--- src/rtl/move_recorder_pkg.sv ---
// Shared definitions for the move recorder: move encodings, state encodings and
// the default move-slot count.
package move_recorder_pkg;

  localparam int MAX_MOVES_DEF = 17;
  localparam int DEPTH_W_DEF   = 5;

  // Encoded so that the opposite of any move differs only in bit 0.
  typedef enum logic [1:0] {
    DIR_UP    = 2'b00,
    DIR_DOWN  = 2'b01,
    DIR_RIGHT = 2'b10,
    DIR_LEFT  = 2'b11
  } dir_e;

  typedef enum logic [1:0] {
    ST_IDLE   = 2'd0,
    ST_RECORD = 2'd1,
    ST_DONE   = 2'd2
  } state_e;

  function automatic logic [1:0] opposite_dir(input logic [1:0] dir);
    return dir ^ 2'b01;
  endfunction

endpackage

--- src/rtl/move_recorder.sv ---
// Collects the search engine's moves into the packed ord word read by the
// 7-segment move display; blocks reversals and flags overflow/underflow.
module move_recorder
  import move_recorder_pkg::*;
#(
  parameter int MAX_MOVES = MAX_MOVES_DEF,
  parameter int DEPTH_W   = DEPTH_W_DEF
) (
  input  logic                   clk,
  input  logic                   rst,
  input  logic                   start,
  input  logic                   push_valid,
  input  logic [1:0]             push_dir,
  input  logic                   pop_valid,
  input  logic                   solved,
  output logic                   push_ack,
  output logic                   rev_rej,
  output logic [2*MAX_MOVES-1:0] ord,
  output logic [DEPTH_W-1:0]     depth,
  output logic                   comp,
  output logic                   busy,
  output logic                   full,
  output logic                   empty,
  output logic                   err
);

  localparam int ORD_W = 2 * MAX_MOVES;
  localparam logic [DEPTH_W-1:0] DEPTH_MAX = DEPTH_W'(MAX_MOVES);

  state_e             state_q, state_d;
  logic [ORD_W-1:0]   ord_q, ord_d;
  logic [DEPTH_W-1:0] depth_q, depth_d;
  logic               push_ack_q, push_ack_d;
  logic               rev_rej_q, rev_rej_d;
  logic               comp_q, comp_d;
  logic               busy_q, busy_d;
  logic               full_q, full_d;
  logic               empty_q, empty_d;
  logic               err_q, err_d;

  logic [DEPTH_W-1:0] depth_m1;
  logic [ORD_W-1:0]   top_word;
  logic [1:0]         top_dir;

  // Next-state logic: start dominates, then pop over push, then solved.
  always_comb begin
    state_d    = state_q;
    ord_d      = ord_q;
    depth_d    = depth_q;
    err_d      = err_q;
    comp_d     = comp_q;
    push_ack_d = 1'b0;
    rev_rej_d  = 1'b0;

    depth_m1 = depth_q - {{(DEPTH_W-1){1'b0}}, 1'b1};
    top_word = ord_q >> {depth_m1, 1'b0};
    top_dir  = top_word[1:0];

    if (start) begin
      state_d = ST_RECORD;
      ord_d   = {ORD_W{1'b0}};
      depth_d = {DEPTH_W{1'b0}};
      err_d   = 1'b0;
      comp_d  = 1'b0;
    end else if (state_q == ST_RECORD) begin
      if (pop_valid) begin
        if (depth_q != {DEPTH_W{1'b0}}) begin
          ord_d   = ord_q & ~(ORD_W'(2'b11) << {depth_m1, 1'b0});
          depth_d = depth_m1;
        end else begin
          err_d = 1'b1;
        end
      end else if (push_valid) begin
        if (depth_q == DEPTH_MAX) begin
          err_d = 1'b1;
        end else if ((depth_q != {DEPTH_W{1'b0}}) && (push_dir == opposite_dir(top_dir))) begin
          rev_rej_d = 1'b1;
        end else begin
          ord_d      = ord_q | (ORD_W'(push_dir) << {depth_q, 1'b0});
          depth_d    = depth_q + {{(DEPTH_W-1){1'b0}}, 1'b1};
          push_ack_d = 1'b1;
        end
      end else begin
        ord_d = ord_q;
      end

      if (solved) begin
        state_d = ST_DONE;
        comp_d  = 1'b1;
      end else begin
        state_d = ST_RECORD;
      end
    end else begin
      state_d = state_q;
    end

    busy_d  = (state_d == ST_RECORD);
    full_d  = (depth_d == DEPTH_MAX);
    empty_d = (depth_d == {DEPTH_W{1'b0}});
  end

  // State and output registers.
  always_ff @(posedge clk) begin
    if (rst) begin
      state_q    <= ST_IDLE;
      ord_q      <= {ORD_W{1'b0}};
      depth_q    <= {DEPTH_W{1'b0}};
      push_ack_q <= 1'b0;
      rev_rej_q  <= 1'b0;
      comp_q     <= 1'b0;
      busy_q     <= 1'b0;
      full_q     <= 1'b0;
      empty_q    <= 1'b1;
      err_q      <= 1'b0;
    end else begin
      state_q    <= state_d;
      ord_q      <= ord_d;
      depth_q    <= depth_d;
      push_ack_q <= push_ack_d;
      rev_rej_q  <= rev_rej_d;
      comp_q     <= comp_d;
      busy_q     <= busy_d;
      full_q     <= full_d;
      empty_q    <= empty_d;
      err_q      <= err_d;
    end
  end

  assign ord      = ord_q;
  assign depth    = depth_q;
  assign push_ack = push_ack_q;
  assign rev_rej  = rev_rej_q;
  assign comp     = comp_q;
  assign busy     = busy_q;
  assign full     = full_q;
  assign empty    = empty_q;
  assign err      = err_q;

endmodule

--- config.mk ---
export PLATFORM = sky130hd
export DESIGN_NAME = move_recorder
export DESIGN_NICKNAME = d
export VERILOG_FILES = /design/src/rtl/move_recorder_pkg.sv /design/src/rtl/move_recorder.sv
export SDC_FILE = /design/constraint.sdc
export NUM_CORES = 1
export LEC_CHECK = 0
export BUFFER_PORTS_ARGS = -buffer_cell sky130_fd_sc_hd__buf_2
export CORE_ASPECT_RATIO = 2
export CORE_MARGIN = 5
export CORE_UTILIZATION = 52
export CTS_BUF_LIST = sky130_fd_sc_hd__clkbuf_4 sky130_fd_sc_hd__clkbuf_8
export DETAILED_ROUTE_END_ITERATION = 10
export GPL_TIMING_DRIVEN = 0
export PLACE_DENSITY = 0.79
export SETUP_SLACK_MARGIN = 0.02
export SKIP_LAST_GASP = 1
export SYNTH_ARGS = -nofsm -noshare
export SYNTH_HDL_FRONTEND = slang
export SYNTH_SLANG_ARGS = --single-unit
export TNS_END_PERCENT = 20
--- constraint.sdc ---
create_clock -name clk -period 3.8 [get_ports clk]
set_input_delay 0.19 -clock clk [delete_from_list [all_inputs] [get_ports clk]]
set_output_delay 0.19 -clock clk [all_outputs]
set_load 0.03 [all_outputs]
==> results of run 1 <==
power by group through the flow:
stage	clock (uW)	combinational, uW	sequential, uW
final	330	134	508
after global placement	0	109	521
after detailed placement	0	110	521
after floorplan	0	72.1	527
after CTS	329	116	509
after global routing	348	141	509
flip-flops by register name, summed over array words and instances (netlist names):
name,cells
ord,34
depth,5
state_q,2
busy,1
comp,1
empty,1
err,1
full,1
push_ack,1
rev_rej,1
cell usage after synthesis (7+ instances only):
master / number
a31oi_1: 27
nand3_1: 11
ha_1: 7
nor2_1: 49
dfxtp_1: 48
mux4_2: 8
a211oi_1: 8
a21oi_1: 18
nor2b_1: 11
o21ai_0: 12
clkbuf_1: 17
nand2_1: 13
worst register-to-register path, cell delays in order, from the launching register on:
cell,delay (ns)
dfxtp_4,0.43
clkbuf_4,0.25
clkinvlp_4,0.19
ha_2,0.22
buf_6,0.13
xor2_4,0.19
or4b_4,0.55
and4_1,0.23
nor3_2,0.16
and3_4,0.22
a21boi_2,0.07
buf_4,0.15
buf_2,0.15
a211o_1,0.32
o41ai_2,0.34
metal layers:
metal  part of all wire [%]  GRT usage, %  vias to the layer above
met1                     33          27.6                     1404
li1                       -             -                     1316
met5                      0             0                        -
met3                    6.8          5.78                       57
met2                     53          46.0                      158
met4                    7.7          21.8                        0
area by class of cell:
class / count / share of cell area [%]
Tap cell: 58 / 2.11
Multi-Input combinational cell: 240 / 50.6
Timing Repair Buffer: 64 / 10.2
Inverter: 3 / 0.583
Buffer: 28 / 5.65
Clock inverter: 2 / 0.291
Clock buffer: 6 / 2.40
Sequential cell: 48 / 28.2
cell families after synthesis:
kind of cell | after synthesis | share of synthesized area, %
fa+ha+maj | 7 | 3.13
xor+xnor | 6 | 3.09
flops | 48 | 34.4
compound gates | 89 | 21.4
buf+inv | 33 | 5.91
simple gates | 125 | 23.7
mux | 13 | 8.41
how the worst max path moves through the flow:
stage                   from       to  slack (ns)  cells past startpoint
finish              depth[1]    empty        0.11                     14
global route        depth[1]    empty       -0.02                     14
CTS                 depth[0]    empty        0.03                     16
detailed placement  depth[1]  ord[24]       -0.38                     15
global placement    depth[1]  ord[24]       -0.28                     15
floorplan           depth[1]    empty        0.04                     14
metrics by stage:
step	hold slack [ns]	power [uW]	setup TNS, ns	setup WS (ns)
5_1_grt	0.105	998	-0.0208	-0.0208
4_1_cts	0.0925	953	0	0.0298
6_report	0.0983	972	0	0.108
3_5_place_dp	0.433	632	-6.72	-0.379
2_1_floorplan	0.262	599	0	0.0373
3_3_place_gp	0.432	630	-4.47	-0.276
timing repair:
item | in CTS | in global routing
gates cloned | 0 | 2
gates resized for setup | 15 | 21
setup buffers | 1 | 11
pin swaps | 0 | 7
endpoints found under the setup margin | 41 | 28
==> reports/qor.yml, run 1 <==
status: "finished clean"
port_buffers: 50
dpl_cell_area_sq_mm: 0.00312
ys_async_sr_fraction_pct: 0
drive_above_1_share_pct: 30.2
slowest_delay_ns: 0.55
p_leak_uw: 0.00141
r2r-start: "depth[1]"
fin_crit_sh_pct: 97.2
r2r-end: "empty"
avgViaCountPerCell: 6.54
max_freq_mhz: 271
synth_nets: 336
ys_top_cells_by_area: "dfxtp_1, nor2_1, mux4_2"
io_pins: 54
switching_share_pct: 28.0
final_common_cell: "buf_2"
wl_microns: 9530
vias: 2935
syn_area_sq_mm: 0.00280
grt-ovfl-total: 0
die_w_microns: 61.9
worstPathCellList: "clkbuf_4 -> clkinvlp_4 -> ha_2 -> buf_6 -> xor2_4 -> or4b_4 -> and4_1 -> nor3_2 -> and3_4 -> a21boi_2 -> buf_4 -> buf_2 -> a211o_1 -> o41ai_2"
cts_root_buffer: "clkbuf_8"
syn2layout_area_growth_pct: 22.8
min_to: "state_q[0]"
dieArea_sq_mm: 0.00703
drc: 0
cap_violations: 0
synth_edf_count: 0
final_cell_mix: "buf_2, nor2_1, dfxtp_1"
row_count: 37
synth_top_area_share_pct: 34.4
setup_violations: 0
synth_top_cell_by_area: "dfxtp_1"
hold_viol_final: 0
syn_avg_cell_area_sq_um: 8.71
tightest_slew_ns: 0.710
timing_worst_setup_path_type: "register to register"
fill_cells: 435
end_kind: "register"
cts_sinks: 48
slew_headroom_pct: 52.5
cp_num_buf_inv: 5
grt_pass1_wl_microns: 14100
wl_per_cell_microns: 21.2
cp_slowest_cell: "or4b_4"
yosys_most_used_dff: "dfxtp_1"
coreArea_sq_mm: 0.00518
cpLargestDelayFamily: "simple AND/OR/NAND/NOR gates"
p_clk_share_pct: 34.0
ys_seq_area_share_pct: 34.4
fin_cells: 449
die_h_microns: 114
ant_nets: 0
floorplan.initialDensity_pct: 53.9
combPwrFrac_pct: 13.7
clockBufferDepth: 2
start_kind: "register"
cts_tree: "done"
rr_worst_depth: 14
hold_path_depth: 2
slew_violations: 0
synth_cell_types: 62
skew_ns: 0.0146
seqPwrFrac_pct: 52.3
grt_util_all_layers_pct: 27.5
antenna_found_initial: 0
dp_hpwl_microns: 6740
p_int_uw: 699
powerDensity_mw_per_mm2: 283
p_sw_uw: 272
multiInputGateArea_sq_mm: 0.00174
hp-start: "rst"
r2r_setup_slack_ns: 0.11
arrival_ns: 3.92
drt_iter0_drc: 240
grt_max_degree: 15
place_congestion: 0.940
hp-class: "input pin to register"
clk_latency_ns: 0.32
cts_made_buffers: 5
synth-seq-cells: 48
worstPathRequired_ns: 4.03
fin_util_pct: 66.2
diodes: 0
h-tree-depth: 2
min_period_ns: 3.69
place_inst: 429
grt_pass1_vias: 2910
crit_fanout: 10
seqCellArea_sq_um: 968
ctsHoldBuffers: 0
ir_worst_vdd_mv: 0.351
firstDrtPassIters: 5
nets: 405
clk_pin_slew_worst_paths_ns: 0.10
syn_inst: 321
fin_area_sq_mm: 0.00343
ys_warn_count: 0
Note: power is estimated with default switching activity, not from simulation.
==> inputs of run 2 (changes only) <==
--- a/config.mk
+++ b/config.mk
@@ -5,14 +5,15 @@
 export SDC_FILE = /design/constraint.sdc
 export NUM_CORES = 1
 export LEC_CHECK = 0
+export ABC_AREA = 1
 export BUFFER_PORTS_ARGS = -buffer_cell sky130_fd_sc_hd__buf_2
-export CORE_ASPECT_RATIO = 2
+export CORE_ASPECT_RATIO = 1.5
 export CORE_MARGIN = 5
 export CORE_UTILIZATION = 52
 export CTS_BUF_LIST = sky130_fd_sc_hd__clkbuf_4 sky130_fd_sc_hd__clkbuf_8
 export DETAILED_ROUTE_END_ITERATION = 10
 export GPL_TIMING_DRIVEN = 0
-export PLACE_DENSITY = 0.79
+export PLACE_DENSITY_LB_ADDON = 0.2
 export SETUP_SLACK_MARGIN = 0.02
 export SKIP_LAST_GASP = 1
 export SYNTH_ARGS = -nofsm -noshare
==> reports/qor.yml, run 2 <==
status: "finished clean"
start_kind: "register"
powerDensity_mw_per_mm2: 308
switching_share_pct: 32.9
ir_worst_vdd_mv: 0.207
skew_ns: 0.0132
p_total_uw: 1030
dpl_worst_slack_ns: 0.145
cp_slowest_cell: "o41ai_1"
ys_warn_count: 0
die_w_microns: 71.0
drt_iter0_drc: 247
ant_nets: 0
cts_root_buffer: "clkbuf_8"
drive_above_1_share_pct: 20.6
hold_viol_final: 0
hold_path_depth: 3
syn_area_sq_mm: 0.00290
crit_fanout: 12
slew_headroom_pct: 47.2
slew_violations: 0
ys_seq_area_share_pct: 33.1
slowest_delay_ns: 0.71
ctsHoldBuffers: 0
cp_num_buf_inv: 4
syn2layout_area_growth_pct: 15.2
cts_sinks: 48
max_freq_mhz: 286
cts_tree: "done"
vias: 3155
synth_top_area_share_pct: 33.1
largest_reg_flops: 34
combPwrFrac_pct: 18.9
setup_violations: 0
grt_pass1_vias: 3024
rr_worst_depth: 15
hp-class: "input pin to register"
r2r-end: "ord[1]"
min_period_ns: 3.50
cpLargestDelayFamily: "simple AND/OR/NAND/NOR gates"
holdWs_ns: 0.212
synth.most_common_cell: "nand2_1"
r2r_setup_slack_ns: 0.30
final_common_cell: "nand2_1"
avgViaCountPerCell: 5.45
synth_nets: 464
nets: 523
p_leak_uw: 0.00144
grt_max_degree: 17
grt_pass1_wl_microns: 14800
final_cell_mix: "nand2_1, nand3_1, inv_1"
wl_microns: 9560
synth-seq-cells: 48
worstPathCellList: "inv_2 -> buf_2 -> ha_1 -> inv_1 -> nand3_1 -> nand3_2 -> nand3_1 -> nand3_2 -> nand3_1 -> nand2_2 -> inv_2 -> nand3_2 -> nand3b_2 -> o41ai_1 -> nor2_1"
tns_ns: 0
die_h_microns: 102
synth_top_cell_by_area: "dfxtp_1"
firstDrtPassIters: 7
cap_violations: 0
clk_latency_ns: 0.31
tightest_slew_ns: 0.782
dieArea_sq_mm: 0.00721
h-tree-depth: 2
seqPwrFrac_pct: 50.0
synth_cell_types: 31
port_buffers: 52
synth_edf_count: 0
p_clk_share_pct: 31.1
yosys_most_used_dff: "dfxtp_1"
timing_worst_setup_path_type: "register to register"
grt-ovfl-total: 0
dp_hpwl_microns: 7660
ys_async_sr_fraction_pct: 0
clockBufferDepth: 2
syn_avg_cell_area_sq_um: 6.47
worstPathRequired_ns: 3.97
p_sw_uw: 338
coreArea_sq_mm: 0.00545
place_congestion: 0.981
row_count: 33
arrival_ns: 3.67
p_int_uw: 691
min_to: "state_q[1]"
cts_made_buffers: 5
rsz0062_at_grt: "false"
cts_repair_resize_count: 0
grt_util_all_layers_pct: 26.9
io_pins: 54
synthTopCellsByCount: "nand2_1, nand3_1, inv_1"
wl_per_cell_microns: 16.5
antenna_found_initial: 0
diodes: 0
ys_top_cells_by_area: "dfxtp_1, nand2_1, nand3_1"
syn_inst: 449
hp-start: "solved"
layout_setup_ws_ns: 0.301
r2r-start: "depth[0]"
clk_pin_slew_worst_paths_ns: 0.09
floorplan.initialDensity_pct: 53.3
fin_crit_sh_pct: 92.1
post_cts_buffers: 0
drc: 0
end_kind: "register"
run 2: power groups by stage:
stage | combinational [uW] | sequential (uW) | clock, uW
CTS | 192 | 515 | 327
finish | 194 | 515 | 320
global placement | 191 | 527 | 0
floorplan | 125 | 535 | 0
global route | 212 | 516 | 343
detailed placement | 191 | 526 | 0
run 2: logic make-up (layout without fill, tap and decap cells):
logic type                 after synthesis  after routing  synth area share [%]
AOI/OAI and AO/OA                       72             72                  13.2
adders and majority gates                7              7                  3.02
buffers and inverters                   78            138                  11.1
DFF                                     48             48                  33.1
and+or+nand+nor                        244            244                  39.6
run 2: metrics by stage:
step	cell area [sq um]	std cells	utilization (%)
after floorplan	2900	449	-
after global placement	3250	571	59.7
after detailed placement	3250	571	59.7
after CTS	3340	579	61.4
after global routing	3350	579	61.4
final	3350	579	61.4
run 2: area by class of cell:
class | instances | area (sq um)
fill | 562 | 2100
multi-input combinational | 323 | 1620
sequential | 48 | 961
timing repair buffer | 52 | 260
inverter | 65 | 244
tap | 70 | 87.6
buffer | 13 | 78.8
clock buffer | 5 | 68.8
clock inverter | 3 | 23.8
run 2: worst max path at each step:
stage                  start      end  slack [ns]  depth (start not counted)
floorplan           depth[0]  ord[21]        0.85                         19
global placement    depth[0]   ord[1]        0.15                         15
detailed placement  depth[0]   ord[1]        0.14                         15
CTS                 depth[0]   ord[1]        0.11                         15
global route        depth[0]  ord[24]        0.04                         17
finish              depth[0]   ord[1]        0.30                         15
run 2: worst reg2reg max path: stages, from the launching register on:
cell,delay [ns]
dfxtp_1,0.56
inv_2,0.09
buf_2,0.23
ha_1,0.36
inv_1,0.24
nand3_1,0.21
nand3_2,0.11
nand3_1,0.10
nand3_2,0.11
nand3_1,0.08
nand2_2,0.13
inv_2,0.06
nand3_2,0.09
nand3b_2,0.21
o41ai_1,0.71
nor2_1,0.07
run 2: per-layer routing:
metal / up-vias / part of all wire, % / track usage (%)
met5: - / 0 / 0
met3: 38 / 5.5 / 3.77
met1: 1400 / 36 / 27.4
li1: 1566 / - / -
met2: 151 / 53 / 51.0
met4: 0 / 5.4 / 16.1
==> inputs of run 3 (changes only) <==
--- a/config.mk
+++ b/config.mk
@@ -5,14 +5,14 @@
 export SDC_FILE = /design/constraint.sdc
 export NUM_CORES = 1
 export LEC_CHECK = 0
-export ABC_AREA = 1
-export BUFFER_PORTS_ARGS = -buffer_cell sky130_fd_sc_hd__buf_2
+export BUFFER_PORTS_ARGS = -buffer_cell sky130_fd_sc_hd__buf_4
 export CORE_ASPECT_RATIO = 1.5
 export CORE_MARGIN = 5
 export CORE_UTILIZATION = 52
 export CTS_BUF_LIST = sky130_fd_sc_hd__clkbuf_4 sky130_fd_sc_hd__clkbuf_8
 export DETAILED_ROUTE_END_ITERATION = 10
 export GPL_TIMING_DRIVEN = 0
+export HOLD_SLACK_MARGIN = 0.15
 export PLACE_DENSITY_LB_ADDON = 0.2
 export SETUP_SLACK_MARGIN = 0.02
 export SKIP_LAST_GASP = 1
==> reports/qor.yml, run 3 (synthesis results as in run 1) <==
dp_hpwl_microns: 6470
worstPathRequired_ns: 4.02
worstSetupStartpoint: "depth[0]"
largest_reg_flops: 34
clk_pin_slew_worst_paths_ns: 0.10
drc: 0
cp_num_buf_inv: 6
path_depth: 16
end_kind: "register"
diodes: 0
drt_iter0_drc: 339
cp_slowest_cell: "or3_4"
clockBufferDepth: 2
timing_worst_setup_path_type: "register to register"
grt-ovfl-total: 0
grt_max_degree: 15
grt_pass1_wl_microns: 14400
firstDrtPassIters: 6
slowest_delay_ns: 0.40
crit_top_cell: "buf_6"
tightest_slew_ns: 0.725
grt_pass1_vias: 2840
wl_microns: 8880
fin_util_pct: 68.3
final_cell_mix: "buf_4, nor2_1, dfxtp_1"
row_count: 32
dieArea_sq_mm: 0.00697
fin_crit_sh_pct: 96.7
seqPwrFrac_pct: 48.3
cpLargestDelayFamily: "compound AO/OA/AOI/OAI gates"
crit_fanout: 10
drive_above_1_share_pct: 27.6
port_buffers: 50
fin_cells: 455
vias: 2819
p_leak_uw: 0.00141
combPwrFrac_pct: 12.4
max_freq_mhz: 272
arrival_ns: 3.89
die_h_microns: 99.8
p_total_uw: 1050
floorplan.initialDensity_pct: 53.7
cap_violations: 0
dpl_cell_area_sq_mm: 0.00326
syn2layout_area_growth_pct: 27.2
place_congestion: 0.989
cts_root_buffer: "clkbuf_8"
slew_headroom_pct: 51.5
hp-class: "input pin to register"
grt_util_all_layers_pct: 25.8
cts_tree: "done"
setup_violations: 0
place_inst: 439
hold_viol_final: 0
r2r-start: "depth[0]"
p_sw_uw: 266
worstPathCellList: "buf_8 -> buf_12 -> clkbuf_8 -> inv_4 -> ha_1 -> buf_6 -> mux4_2 -> mux2i_1 -> nor3_1 -> a221o_1 -> xor2_2 -> a21boi_2 -> buf_6 -> a21oi_2 -> or3_4 -> o41ai_2"
die_w_microns: 69.9
skew_ns: 0.00971
powerDensity_mw_per_mm2: 296
hold_path_depth: 3
io_pins: 54
ir_worst_vdd_mv: 0.235
min_period_ns: 3.68
antenna_found_initial: 0
fin_area_sq_mm: 0.00356
start_kind: "register"
coreArea_sq_mm: 0.00520
cts_sinks: 48
p_clk_share_pct: 39.3
nets: 401
wl_per_cell_microns: 19.5
rr_worst_depth: 16
avgViaCountPerCell: 6.20
slew_violations: 0
h-tree-depth: 2
final_common_cell: "buf_4"
hp-start: "push_valid"
switching_share_pct: 25.3
status: "finished clean"
clk_latency_ns: 0.31
p_int_uw: 787
ant_nets: 0
rsz0062_at_grt: "false"
cts_made_buffers: 5
-- run 3: changes by cell type in the layout (fill, tap and decap cells not counted), sizes merged, moves of 7 or more --
cell	delta
a21oi	-26
inv	-62
a31oi	+27
nand2	-92
and3	+7
mux4	+8
nand3	-58
clkbuf	+16
buf	+7
nor2b	+11
a211oi	+7
-- run 3: layout make-up --
class	count	area, sq um
Buffer	29	204
Multi-Input combinational cell	240	1710
Fill cell	437	1650
Clock buffer	7	96.3
Sequential cell	48	968
Timing Repair Buffer	59	448
Inverter	3	13.8
Tap cell	68	85.1
Clock inverter	1	30.0
-- run 3: path summary, 6_finish.rpt --
| kind | to | slack [ns] |
|---|---|---|
| max | empty | 0.12 |
| min | rev_rej | 0.19 |
| min reg2reg | comp | 0.49 |
| max reg2reg | empty | 0.12 |
-- run 3: power by group through the flow --
stage	Clock (uW)	Sequential, uW	Combinational [uW]
after detailed placement	0	521	113
after floorplan	0	527	72.1
after global placement	0	521	112
after global routing	434	509	139
after CTS	416	509	121
final	414	508	130
-- run 3: tightest hold or removal path, stage by stage --
cell	delay, ns
buf_4	0.14
nand3_1	0.08
nor3_1	0.05
-- run 3: layer usage --
| layer | vias up | global-route usage (%) | share of wire [%] | routed length [microns] |
|---|---|---|---|---|
| met5 | - | 0 | 0 | 0 |
| met4 | 0 | 15.0 | 4.6 | 409 |
| met3 | 30 | 5.11 | 6.0 | 536 |
| met2 | 148 | 45.5 | 52 | 4640 |
| met1 | 1336 | 28.5 | 37 | 3300 |
| li1 | 1305 | - | - | - |
-- run 3: repair_timing --
action                                 CTS  global route
buffers inserted                         3             4
endpoints found under the hold margin    6             0
hold buffers                             2             0
setup endpoints to repair               41            32
pin swaps                                2             5
resized for setup                       12            18
-- run 3: metrics by stage --
| step | hold slack [ns] | worst slack (ns) | setup TNS (ns) |
|---|---|---|---|
| 2_1_floorplan | 0.262 | 0.0373 | 0 |
| 3_3_place_gp | 0.407 | -0.351 | -6.40 |
| 3_5_place_dp | 0.408 | -0.383 | -7.51 |
| 4_1_cts | 0.163 | 0.0235 | 0 |
| 5_1_grt | 0.194 | 0.0169 | 0 |
| 6_report | 0.185 | 0.124 | 0 |
